$ cat src/rtl/ram_arbiter.sv
// Multi-channel front-end for a single-port synchronous RAM macro.
// Arbitrates requesters, extends sub-word loads and performs sub-word stores as read-modify-write.
module ram_arbiter #(
    parameter int unsigned ADDR_W = 14,
    parameter int unsigned NUM_CH = 2,
    parameter int unsigned RR     = 1
) (
    input  logic                     ram_clk,
    input  logic                     ram_rst,
    input  logic [NUM_CH-1:0]        ch_req,
    input  logic [NUM_CH-1:0]        ch_wen,
    input  logic [2*NUM_CH-1:0]      ch_size,
    input  logic [NUM_CH-1:0]        ch_unsigned,
    input  logic [32*NUM_CH-1:0]     ch_addr,
    input  logic [32*NUM_CH-1:0]     ch_wdata,
    output logic [NUM_CH-1:0]        ch_ready,
    output logic [NUM_CH-1:0]        ch_err,
    output logic [32*NUM_CH-1:0]     ch_rdata,
    output logic [ADDR_W-1:0]        mem_addr,
    output logic [31:0]              mem_wdata,
    output logic                     mem_wen,
    input  logic [31:0]              mem_rdata
);

    localparam int unsigned CH_W = (NUM_CH > 1) ? $clog2(NUM_CH) : 1;

    localparam logic [2:0] S_IDLE  = 3'd0;
    localparam logic [2:0] S_ISSUE = 3'd1;
    localparam logic [2:0] S_WAIT  = 3'd2;
    localparam logic [2:0] S_WB    = 3'd3;
    localparam logic [2:0] S_DONE  = 3'd4;

    logic [2:0]           r_state;
    logic [2:0]           w_state_nxt;

    logic [CH_W-1:0]      r_grant;
    logic [CH_W-1:0]      r_last_grant;
    logic                 r_wen;
    logic                 r_uns;
    logic [1:0]           r_size;
    logic [1:0]           r_lane;
    logic [31:0]          r_wdata;

    logic [NUM_CH-1:0]    r_ch_ready;
    logic [NUM_CH-1:0]    r_ch_err;
    logic [32*NUM_CH-1:0] r_ch_rdata;
    logic [ADDR_W-1:0]    r_mem_addr;
    logic [31:0]          r_mem_wdata;
    logic                 r_mem_wen;

    logic                 w_gnt_found;
    logic [CH_W-1:0]      w_gnt_idx;
    int unsigned          w_idx;
    logic [NUM_CH-1:0]    w_req_sh;

    logic [31:0]          w_s_addr;
    logic [31:0]          w_s_wdata;
    logic [1:0]           w_s_size;
    logic                 w_s_wen;
    logic                 w_s_uns;
    logic                 w_s_illegal;

    logic [4:0]           w_shamt;
    logic [31:0]          w_lane;
    logic [31:0]          w_load_val;
    logic [31:0]          w_mask;
    logic [31:0]          w_merged;

    logic                 w_latch;
    logic                 w_load_we;
    logic                 w_done;
    logic [CH_W-1:0]      w_done_ch;
    logic                 w_done_err;
    logic [NUM_CH-1:0]    w_ready_nxt;
    logic [NUM_CH-1:0]    w_err_nxt;
    logic [ADDR_W-1:0]    w_mem_addr_nxt;
    logic [31:0]          w_mem_wdata_nxt;
    logic                 w_mem_wen_nxt;

    assign ch_ready  = r_ch_ready;
    assign ch_err    = r_ch_err;
    assign ch_rdata  = r_ch_rdata;
    assign mem_addr  = r_mem_addr;
    assign mem_wdata = r_mem_wdata;
    assign mem_wen   = r_mem_wen;

    // Grant search: rotating from last_grant+1 under RR, lowest index otherwise
    always_comb begin
        w_gnt_found = 1'b0;
        w_gnt_idx   = '0;
        w_idx       = 0;
        w_req_sh    = '0;
        for (int unsigned i = 0; i < NUM_CH; i++) begin
            if (RR != 0) begin
                w_idx = (32'(r_last_grant) + i + 32'd1) % NUM_CH;
            end else begin
                w_idx = i;
            end
            w_req_sh = ch_req >> w_idx;
            if (!w_gnt_found && w_req_sh[0]) begin
                w_gnt_found = 1'b1;
                w_gnt_idx   = CH_W'(w_idx);
            end
        end
    end

    assign w_s_addr  = 32'(ch_addr  >> (32'(w_gnt_idx) * 32'd32));
    assign w_s_wdata = 32'(ch_wdata >> (32'(w_gnt_idx) * 32'd32));
    assign w_s_size  = 2'(ch_size   >> (32'(w_gnt_idx) * 32'd2));
    assign w_s_wen   = 1'(ch_wen      >> 32'(w_gnt_idx));
    assign w_s_uns   = 1'(ch_unsigned >> 32'(w_gnt_idx));

    assign w_s_illegal = (w_s_size == 2'd3)
                      || ((w_s_size == 2'd1) && w_s_addr[0])
                      || ((w_s_size == 2'd2) && (w_s_addr[1:0] != 2'b00))
                      || ((w_s_addr >> (ADDR_W + 2)) != 32'd0);

    // Lane extraction for loads and lane merge for sub-word stores
    assign w_shamt  = {r_lane, 3'b000};
    assign w_lane   = mem_rdata >> w_shamt;
    assign w_mask   = ((r_size == 2'd0) ? 32'h0000_00FF : 32'h0000_FFFF) << w_shamt;
    assign w_merged = (mem_rdata & ~w_mask) | ((r_wdata << w_shamt) & w_mask);

    always_comb begin
        w_load_val = mem_rdata;
        case (r_size)
            2'd0:    w_load_val = r_uns ? {24'd0, w_lane[7:0]}  : {{24{w_lane[7]}}, w_lane[7:0]};
            2'd1:    w_load_val = r_uns ? {16'd0, w_lane[15:0]} : {{16{w_lane[15]}}, w_lane[15:0]};
            default: w_load_val = mem_rdata;
        endcase
    end

    // Next state and next values of the registered outputs
    always_comb begin
        w_state_nxt     = r_state;
        w_latch         = 1'b0;
        w_load_we       = 1'b0;
        w_done          = 1'b0;
        w_done_ch       = r_grant;
        w_done_err      = 1'b0;
        w_mem_addr_nxt  = r_mem_addr;
        w_mem_wdata_nxt = r_mem_wdata;
        w_mem_wen_nxt   = 1'b0;
        case (r_state)
            S_IDLE: begin
                if (w_gnt_found) begin
                    w_latch = 1'b1;
                    if (w_s_illegal) begin
                        w_state_nxt = S_DONE;
                        w_done      = 1'b1;
                        w_done_ch   = w_gnt_idx;
                        w_done_err  = 1'b1;
                    end else begin
                        w_state_nxt    = S_ISSUE;
                        w_mem_addr_nxt = w_s_addr[ADDR_W+1:2];
                        if (w_s_wen && (w_s_size == 2'd2)) begin
                            w_mem_wen_nxt   = 1'b1;
                            w_mem_wdata_nxt = w_s_wdata;
                        end
                    end
                end
            end
            S_ISSUE: begin
                if (r_wen && (r_size == 2'd2)) begin
                    w_state_nxt = S_DONE;
                    w_done      = 1'b1;
                end else begin
                    w_state_nxt = S_WAIT;
                end
            end
            S_WAIT: begin
                if (!r_wen) begin
                    w_load_we   = 1'b1;
                    w_state_nxt = S_DONE;
                    w_done      = 1'b1;
                end else begin
                    w_mem_wdata_nxt = w_merged;
                    w_mem_wen_nxt   = 1'b1;
                    w_state_nxt     = S_WB;
                end
            end
            S_WB: begin
                w_state_nxt = S_DONE;
                w_done      = 1'b1;
            end
            S_DONE:  w_state_nxt = S_IDLE;
            default: w_state_nxt = S_IDLE;
        endcase
    end

    always_comb begin
        w_ready_nxt = '0;
        w_err_nxt   = '0;
        for (int unsigned c = 0; c < NUM_CH; c++) begin
            w_ready_nxt[c] = w_done && (CH_W'(c) == w_done_ch);
            w_err_nxt[c]   = w_done && w_done_err && (CH_W'(c) == w_done_ch);
        end
    end

    always_ff @(posedge ram_clk or posedge ram_rst) begin
        if (ram_rst) begin
            r_state <= S_IDLE;
        end else begin
            r_state <= w_state_nxt;
        end
    end

    always_ff @(posedge ram_clk or posedge ram_rst) begin
        if (ram_rst) begin
            r_grant      <= '0;
            r_last_grant <= CH_W'(NUM_CH - 1);
            r_wen        <= 1'b0;
            r_uns        <= 1'b0;
            r_size       <= 2'd0;
            r_lane       <= 2'd0;
            r_wdata      <= 32'd0;
            r_ch_ready   <= '0;
            r_ch_err     <= '0;
            r_ch_rdata   <= '0;
            r_mem_addr   <= '0;
            r_mem_wdata  <= 32'd0;
            r_mem_wen    <= 1'b0;
        end else begin
            r_ch_ready  <= w_ready_nxt;
            r_ch_err    <= w_err_nxt;
            r_mem_addr  <= w_mem_addr_nxt;
            r_mem_wdata <= w_mem_wdata_nxt;
            r_mem_wen   <= w_mem_wen_nxt;
            if (w_latch) begin
                r_grant <= w_gnt_idx;
                r_wen   <= w_s_wen;
                r_uns   <= w_s_uns;
                r_size  <= w_s_size;
                r_lane  <= w_s_addr[1:0];
                r_wdata <= w_s_wdata;
            end
            if (r_state == S_DONE) begin
                r_last_grant <= r_grant;
            end
            if (w_load_we) begin
                for (int unsigned c = 0; c < NUM_CH; c++) begin
                    if (CH_W'(c) == r_grant) begin
                        r_ch_rdata[32*c +: 32] <= w_load_val;
                    end
                end
            end
        end
    end

endmodule

$ cat config.mk
export PLATFORM = sky130hd
export DESIGN_NAME = ram_arbiter
export DESIGN_NICKNAME = d
export VERILOG_FILES = /design/src/rtl/ram_arbiter.sv
export SDC_FILE = /design/constraint.sdc
export NUM_CORES = 1
export LEC_CHECK = 0
export ABC_AREA = 1
export CAP_MARGIN = 20
export CORE_ASPECT_RATIO = 1.5
export CORE_UTILIZATION = 35
export CTS_CLUSTER_SIZE = 30
export DETAILED_ROUTE_END_ITERATION = 7
export PLACE_DENSITY = 0.7
export SLEW_MARGIN = 25
export SYNTH_ARGS = -nofsm -noshare
export SYNTH_HDL_FRONTEND = slang
export SYNTH_SLANG_ARGS = --single-unit
$ cat constraint.sdc
create_clock -name ram_clk -period 5.9 [get_ports ram_clk]
set_input_delay 1.475 -clock ram_clk [delete_from_list [all_inputs] [get_ports ram_clk]]
set_output_delay 1.475 -clock ram_clk [all_outputs]
set_load 0.05 [all_outputs]
After elaboration in Yosys (flattened, before gate mapping)
Index checks and enable logic that the tools add are counted.

Register bits after elaboration: 158. Input port bits: 172. Word-level logic and storage cells: 105.

Shifts and indexed selects: 10. Equality and inequality tests: 13. Reduce and logical (&&, ||, !) cells: 23. Bitwise gates (word level): 7. Muxes and demuxes: 35. Add/subtract/negate cells: 2.

Operators with widths (number): $mux W32 (6); $pmux W32 S2 (2); $shr A64 B6 Y32 (2); $and A32 B32 Y32 (2); $not A32 Y32 (1); $or A32 B32 Y32 (1); $reduce_bool A32 Y1 (1); $shl A16 B5 Y32 (1); $shl A32 B5 Y32 (1); $shr A32 B5 Y16 (1); $mux W1 (19); $mux W16 (1); $mux W3 (4); $pmux W3 S4 (1); $logic_and A1 B1 Y1 (10); $ne A2 B2 Y1 const B (4); $shr A2 B1 Y1 (4); $eq A2 B2 Y1 const B (3); $eq A3 B2 Y1 const B (2); $reduce_and A5 Y1 (1); $eq A2 B1 Y1 const B (2); $pmux W1 S4 (1); $reduce_and A2 Y1 (2); $reduce_bool A2 Y1 (2); other kinds (11) (16).

Logic depth before layout (Yosys ltp)
Gate-level depths: netlist of the first run.

Depth after elaboration: 17. Gate-level depth with buffers: 13. Mapped depth without buffers: 12.

Worst setup path after synthesis of the first run
OpenSTA, ideal clock, no wires.

Path type: input-to-reg. Start point: input ch_req[0]. End point: register r_mem_addr[0], in the netlist mem_addr[0]. Slack: 3.212 ns. Arrival time: 2.570 ns. Library setup time: 0.118 ns. Cell stages on the path: 10. Cells stage by stage: nand2_2 -> nand2_2 -> buf_6 -> nor2_1 -> nand3_1 -> nand2_2 -> nand4_1 -> buf_2 -> nand2_1 -> nand2_1.

Word-level cells in the longest chain between the ends: 13. Elaborated cells between the ends (all ways): 22.

RTL lines: start: declaration (RTL line 10) `input logic [NUM_CH-1:0] ch_req,`; parallel branches: the longest is 13 deep, another holds $shr A64 B6 Y32; end signal: assignment (RTL line 226) `r_mem_addr <= w_mem_addr_nxt;`; end: declaration (RTL line 47) `logic [ADDR_W-1:0] r_mem_addr;`.

Several ways; the timed one is not identified. A chain may end at the register's enable or synchronous reset.

Final worst setup path of the first run
Start point: input ch_req[1]. End point: register r_mem_wdata[10], in the netlist mem_wdata[10].

Word-level cells in the longest chain between the ends: 13. Elaborated cells between the ends (all ways): 31.

RTL lines: parallel branches: the longest is 13 deep, another holds $shr A64 B6 Y32; end signal: assignment (RTL line 227) `r_mem_wdata <= w_mem_wdata_nxt;`; end: declaration (RTL line 48) `logic [31:0] r_mem_wdata;`.

Several ways; the timed one is not identified. The select of a mux whose other input is x is not followed.

==> results.sh, run 1 <==
export IMPL_cts_tree="built"
export IMPL_synthCells=1155
export IMPL_finalHoldWorstSlack_ns=0.475
export IMPL_reg2regPathDepth=10
export IMPL_vdd_drop_max_mv=0.223
export IMPL_synthToLayoutAreaGrowth_pct=43.5
export IMPL_synthXorXnorAreaFrac_pct=0
export IMPL_crit_end="mem_wdata[10]$_DFFE_PP0P_"
export IMPL_setup_tns_ns=0
export IMPL_grt_start_max_net_pins=107
export IMPL_wl_per_cell_microns=16.9
export IMPL_first_global_vias=8359
export IMPL_cts_root_buffer="clkbuf_16"
export IMPL_p_per_area_mw_per_mm2=396
export IMPL_dr_first_iter_drc_count=664
export IMPL_start_util_pct=35.6
export IMPL_slew_viol_final=0
export IMPL_crit_path_start="ch_req[1]"
export IMPL_r2r_slack_ns=2.77
export IMPL_vias=8595
export IMPL_detailed_place_hpwl_microns=21600
export IMPL_synth_area_sq_mm=0.00814
export IMPL_endpoint_kind="flop"
export IMPL_synth_top_family_by_area="simple AND/OR/NAND/NOR gates"
export IMPL_slowest_delay_ns=0.80
export IMPL_port_buffers=286
export IMPL_die_h_microns=189
export IMPL_grt_total_usage_pct=24.2
export IMPL_setup_viol=0
export IMPL_n_antenna_cell=0
export IMPL_synth_simple_area_share_pct=36.9
export IMPL_yosys_warnings=0
export IMPL_final_cell_count_no_fill=1691
export IMPL_final_common_cell="nand2_1"
export IMPL_syn_num_nets=1327
export IMPL_setup_worst_path_start_class="primary input"
export IMPL_status="finished, final reports clean"
export IMPL_cp_arrival_ns=4.64
export IMPL_grt_overflow=0
export IMPL_wirelength_microns=28600
export IMPL_path_max_fanout=51
export IMPL_remaining_drc_errors=0
export IMPL_dp_cells=1660
export IMPL_layout_common_cells="nand2_1 (504), clkdlybuf4s50_1 (286), dfrtp_1 (146)"
export IMPL_drv_cap=0
export IMPL_cts_hold_buf=0
export IMPL_tightest_slew_ns=1.01
export IMPL_path_class="in2reg"
export IMPL_firstDrtPassIters=5
export IMPL_cts_resized=0
export IMPL_cts_buffer_depth=2
export IMPL_io_pins=287
export IMPL_postCtsSetupBuffers=0
export IMPL_die_w_microns=127
export IMPL_synthAdderAreaFrac_pct=0
export IMPL_r2r_end="mem_wdata[10]$_DFFE_PP0P_"
export IMPL_syn_area_per_cell_sq_um=7.05
export IMPL_cts_sink_count=147
export IMPL_cts_buffers=17
export IMPL_hold_class="reg2reg"
export IMPL_grt_pass1_wl_microns=44400
export IMPL_rows=68
export IMPL_die_area_sq_mm=0.0239
export IMPL_yosysUniqueCellTypes=35
export IMPL_antenna_found_initial=0
export IMPL_worstPathRequired_ns=6.21
export IMPL_crit_slowest_cell="a21oi_4"
export IMPL_p_leak_nw=5.44
export IMPL_hold_violations=0
export IMPL_timing_rr_start="r_last_grant$_DFFE_PP1N_"
export IMPL_ys_seq_area_share_pct=45.2
export IMPL_place_gp_congestion=0.934
export IMPL_clk_latency_ns=0.42
export IMPL_max_slew_margin_pct=32.5
export IMPL_viasPerCell=5.08
export IMPL_synth_seq_cells=147
export IMPL_rsz0062_at_grt="false"
export IMPL_path_clk_slew_ns=0.06
export IMPL_min_period_over_period_pct=73.3
export IMPL_coreArea_sq_mm=0.0229
export IMPL_period_needed_ns=4.33
export IMPL_crit_chain="clkdlybuf4s50_1, nand2_2, inv_2, nand2_1, nand2_1, nand3_2, a21oi_4, nand2_4, nand2_1, nand2_1"
export IMPL_crit_path_frequent_cell="nand2_1"
export IMPL_synth_compound_gate_area_share_pct=11.2
export IMPL_h_tree_depth=4
export IMPL_skew_ns=0.0123
export IMPL_final_antenna_net_count=0
export IMPL_final_nets=1571
export IMPL_drive_gt1_share_pct=6.31
export IMPL_synthMuxAreaShare_pct=0.123
export IMPL_fmax_mhz=231
[worst max-delay path, delay by kind of cell]
kind	cells	cell delay [ns]
AOI/OAI and AO/OA	1	0.80
and+or+nand+nor	7	1.13
buffers and inverters	2	1.19
[flip-flops by register name, summed over array words and instances (netlist names)]
signal        flops
mem_wdata        32
r_wdata          21
r_lane            2
ch_err            2
r_wen             1
r_state           3
mem_wen           1
r_uns             1
ch_rdata         64
r_last_grant      1
r_grant           1
ch_ready          2
mem_addr         14
r_size            2
[metrics by stage]
step	util (%)	power [W]	setup slack, ns	area [sq um]
after floorplan	-	0.00282	0.475	8140
after global placement	48.4	0.00349	1.35	11100
after detailed placement	48.4	0.00352	1.18	11100
after CTS	51.1	0.00465	1.63	11700
after global routing	51.1	0.00490	1.28	11700
final	51.1	0.00463	1.57	11700
[layer usage]
| layer | part of all wire [%] | GRT usage [%] |
|---|---|---|
| met5 | 0 | 0 |
| met4 | 3.5 | 10.7 |
| met3 | 5.8 | 4.54 |
| met2 | 52 | 44.1 |
| met1 | 38 | 27.3 |
[power breakdown]
| part | total, W | switching [W] | internal (W) |
|---|---|---|---|
| sequential | 0.00146 | 0.000229 | 0.00123 |
| clock | 0.00112 | 0.000424 | 0.000698 |
| combinational | 0.00206 | 0.00141 | 0.000647 |
[how the worst min path moves through the flow]
stage	startpoint	endpoint	slack, ns	cells after the start
5_1_grt	ch_rdata[63]$_DFFE_PP0P_	ch_rdata[63]$_DFFE_PP0P_	0.49	2
4_1_cts	mem_wdata[8]$_DFFE_PP0P_	mem_wdata[8]$_DFFE_PP0P_	0.48	2
3_5_place_dp	mem_wdata[8]$_DFFE_PP0P_	mem_wdata[8]$_DFFE_PP0P_	0.46	2
3_3_place_gp	mem_wdata[16]$_DFFE_PP0P_	mem_wdata[16]$_DFFE_PP0P_	0.46	2
6_report	mem_wdata[8]$_DFFE_PP0P_	mem_wdata[8]$_DFFE_PP0P_	0.47	2
2_1_floorplan	r_wdata[10]$_DFFE_PP0P_	r_wdata[10]$_DFFE_PP0P_	0.47	2
[cells by family after synthesis]
kind of cell / count (synthesis)
AO/OA/AOI/OAI: 163
buffers and inverters: 123
AND/OR/NAND/NOR: 721
flip-flops: 147
multiplexers: 1
[final cells by class]
type,count,area (sq um)
Tap cell,280,350
Clock inverter,8,126
Multi-Input combinational cell,885,3930
Sequential cell,147,3680
Clock buffer,23,478
Inverter,56,218
Timing Repair Buffer,292,2910
Fill cell,2266,11200
[synthesized netlist by cell type]
cell	instances	area share [%]
a22oi_1	2	0.18
nand3_2	3	0.37
o211ai_1	16	1.5
a21oi_4	2	0.40
a31oi_1	9	0.69
buf_4	5	0.46
nand2_2	5	0.38
nand2_1	504	23
o21a_1	1	0.092
a21oi_2	1	0.11
clkinv_1	1	0.046
nor2_1	63	2.9
buf_2	17	1.0
nand2_4	3	0.41
inv_2	6	0.28
and2_0	2	0.15
nor4_1	1	0.077
o22ai_1	8	0.61
clkbuf_1	40	1.8
a21oi_1	12	0.74
nand4_1	6	0.46
inv_1	49	2.3
nor3_1	3	0.18
mux2i_1	1	0.12
buf_6	5	0.69
nor2_4	1	0.14
nand3b_2	1	0.14
dfstp_2	1	0.32
dfrtp_1	146	45
nand3b_1	2	0.18
o21ai_0	107	6.6
nor2_2	1	0.077
or2_2	28	2.2
nand3_1	98	6.0
o21ai_1	5	0.31
Note: power is estimated with default switching activity, not from simulation.
==> run 2, diff against run 1 <==
==> constraint.sdc (replaced) <==
create_clock -name ram_clk -period 4.2 [get_ports ram_clk]
set_input_delay 1.05 -clock ram_clk [delete_from_list [all_inputs] [get_ports ram_clk]]
set_output_delay 1.05 -clock ram_clk [all_outputs]
set_load 0.05 [all_outputs]
==> results.sh, run 2 (synthesis gave the netlist of run 1 again) <==
export IMPL_status="finished, final reports clean"
export IMPL_remaining_drc_errors=0
export IMPL_io_pins=287
export IMPL_fmax_mhz=316
export IMPL_cts_resized=0
export IMPL_slowest_delay_ns=0.60
export IMPL_postCtsSetupBuffers=0
export IMPL_grt_overflow=0
export IMPL_path_class="in2reg"
export IMPL_total_power_w=0.00666
export IMPL_clk_latency_ns=0.42
export IMPL_die_area_sq_mm=0.0239
export IMPL_crit_buf_inv=2
export IMPL_firstDrtPassIters=5
export IMPL_min_period_over_period_pct=75.3
export IMPL_rows=68
export IMPL_dr_first_iter_drc_count=494
export IMPL_period_needed_ns=3.16
export IMPL_min_path_cells=2
export IMPL_vdd_drop_max_mv=0.354
export IMPL_hold_class="reg2reg"
export IMPL_antenna_found_initial=0
export IMPL_wirelength_microns=28900
export IMPL_cts_root_buffer="clkbuf_16"
export IMPL_num_fill_cells=2239
export IMPL_r2r_slack_ns=1.22
export IMPL_register_area_sq_mm=0.00368
export IMPL_max_slew_margin_pct=36.4
export IMPL_first_global_vias=8284
export IMPL_setup_tns_ns=0
export IMPL_n_antenna_cell=0
export IMPL_vias=8585
export IMPL_h_tree_depth=4
export IMPL_worst_path_stages=11
export IMPL_reg2regPathDepth=8
export IMPL_detailed_place_hpwl_microns=22100
export IMPL_cts_buffer_depth=2
export IMPL_cp_top_family="simple AND/OR/NAND/NOR gates"
export IMPL_crit_end="mem_wdata[10]$_DFFE_PP0P_"
export IMPL_cts_buffers=17
export IMPL_wl_per_cell_microns=17.0
export IMPL_largest_register_ffs=64
export IMPL_start_util_pct=35.6
export IMPL_drive_gt1_share_pct=6.91
export IMPL_multi_input_area_sq_mm=0.00393
export IMPL_final_nets=1578
export IMPL_die_w_microns=127
export IMPL_crit_slowest_cell="clkdlybuf4s50_1"
export IMPL_setup_viol=0
export IMPL_place_gp_congestion=0.946
export IMPL_skew_ns=0.00695
export IMPL_endpoint_kind="flop"
export IMPL_port_buffers=286
export IMPL_tightest_slew_ns=0.948
export IMPL_cp_arrival_ns=3.51
export IMPL_path_clk_slew_ns=0.06
export IMPL_timing_rr_start="r_lane[0]$_DFFE_PP0P_"
export IMPL_layout_common_cells="nand2_1 (504), clkdlybuf4s50_1 (286), dfrtp_1 (146)"
export IMPL_rsz0062_at_grt="false"
export IMPL_cts_tree="built"
export IMPL_final_common_cell="nand2_1"
export IMPL_p_per_area_mw_per_mm2=563
export IMPL_die_h_microns=189
export IMPL_grt_total_usage_pct=24.3
export IMPL_path_max_fanout=34
export IMPL_grt_start_max_net_pins=62
export IMPL_crit_path_start="ch_req[1]"
export IMPL_synthToLayoutAreaGrowth_pct=45.1
export IMPL_r2r_end="ch_rdata[46]$_DFFE_PP0P_"
export IMPL_coreArea_sq_mm=0.0229
export IMPL_cts_hold_buf=0
export IMPL_worstPathRequired_ns=4.55
export IMPL_slew_viol_final=0
export IMPL_drv_cap=0
export IMPL_viasPerCell=5.05
export IMPL_hold_violations=0
export IMPL_grt_pass1_wl_microns=44500
export IMPL_cts_sink_count=147
export IMPL_crit_chain="clkdlybuf4s50_1, nand2_2, inv_2, nor2_1, nand3_1, nand2_2, nand2_4, nand2_4, nand2_4, nand2_1, nand2_1"
export IMPL_p_leak_nw=5.50
export IMPL_final_antenna_net_count=0
export IMPL_crit_path_frequent_cell="nand2_4"
export IMPL_setup_worst_path_start_class="primary input"
-- run 2: layer usage --
metal	wire, microns	vias to the layer above	GRT usage (%)
li1	-	4198	-
met1	11000	3963	27.4
met2	15000	369	43.5
met3	1660	55	5.03
met4	1180	0	11.8
met5	0	-	0
-- run 2: report_power, final --
group / internal (W) / switching (W)
combinational: 0.000938 / 0.00204
sequential: 0.00173 / 0.000294
clock: 0.00107 / 0.000585
total: 0.00374 / 0.00292
-- run 2: worst register-to-register path: cells and delay by family, from the launching register on --
| kind | cells | cell delay, ns |
|---|---|---|
| simple gates | 5 | 1.51 |
| flops | 1 | 0.85 |
| buf+inv | 1 | 0.29 |
| compound gates | 2 | 0.26 |
-- run 2: worst min path at each step --
stage	slack, ns	to	from
5_1_grt	0.50	ch_rdata[12]$_DFFE_PP0P_	ch_rdata[12]$_DFFE_PP0P_
4_1_cts	0.48	mem_wdata[17]$_DFFE_PP0P_	mem_wdata[17]$_DFFE_PP0P_
6_report	0.47	mem_wdata[17]$_DFFE_PP0P_	mem_wdata[17]$_DFFE_PP0P_
3_3_place_gp	0.46	mem_wdata[20]$_DFFE_PP0P_	mem_wdata[20]$_DFFE_PP0P_
2_1_floorplan	0.47	r_wdata[10]$_DFFE_PP0P_	r_wdata[10]$_DFFE_PP0P_
3_5_place_dp	0.46	mem_wdata[31]$_DFFE_PP0P_	mem_wdata[31]$_DFFE_PP0P_
-- run 2: per-stage QoR --
step / std cells / worst slack, ns / hold slack [ns] / area [sq um] / utilization [%]
2_1_floorplan: 1155 / 1.30 / 0.467 / 8150 / -
3_5_place_dp: 1667 / 0.578 / 0.461 / 11200 / 48.8
5_1_grt: 1699 / 0.778 / 0.500 / 11800 / 51.6
4_1_cts: 1699 / 1.02 / 0.478 / 11800 / 51.6
6_report: 1699 / 1.04 / 0.472 / 11800 / 51.6
3_3_place_gp: 1667 / 0.716 / 0.461 / 11200 / 48.8
-- run 2: final cells by class --
type | count | share of cell area [%]
Timing Repair Buffer | 299 | 25.4
Clock buffer | 24 | 4.24
Multi-Input combinational cell | 885 | 33.2
Clock inverter | 8 | 1.24
Tap cell | 280 | 2.96
Inverter | 56 | 1.81
Sequential cell | 147 | 31.1
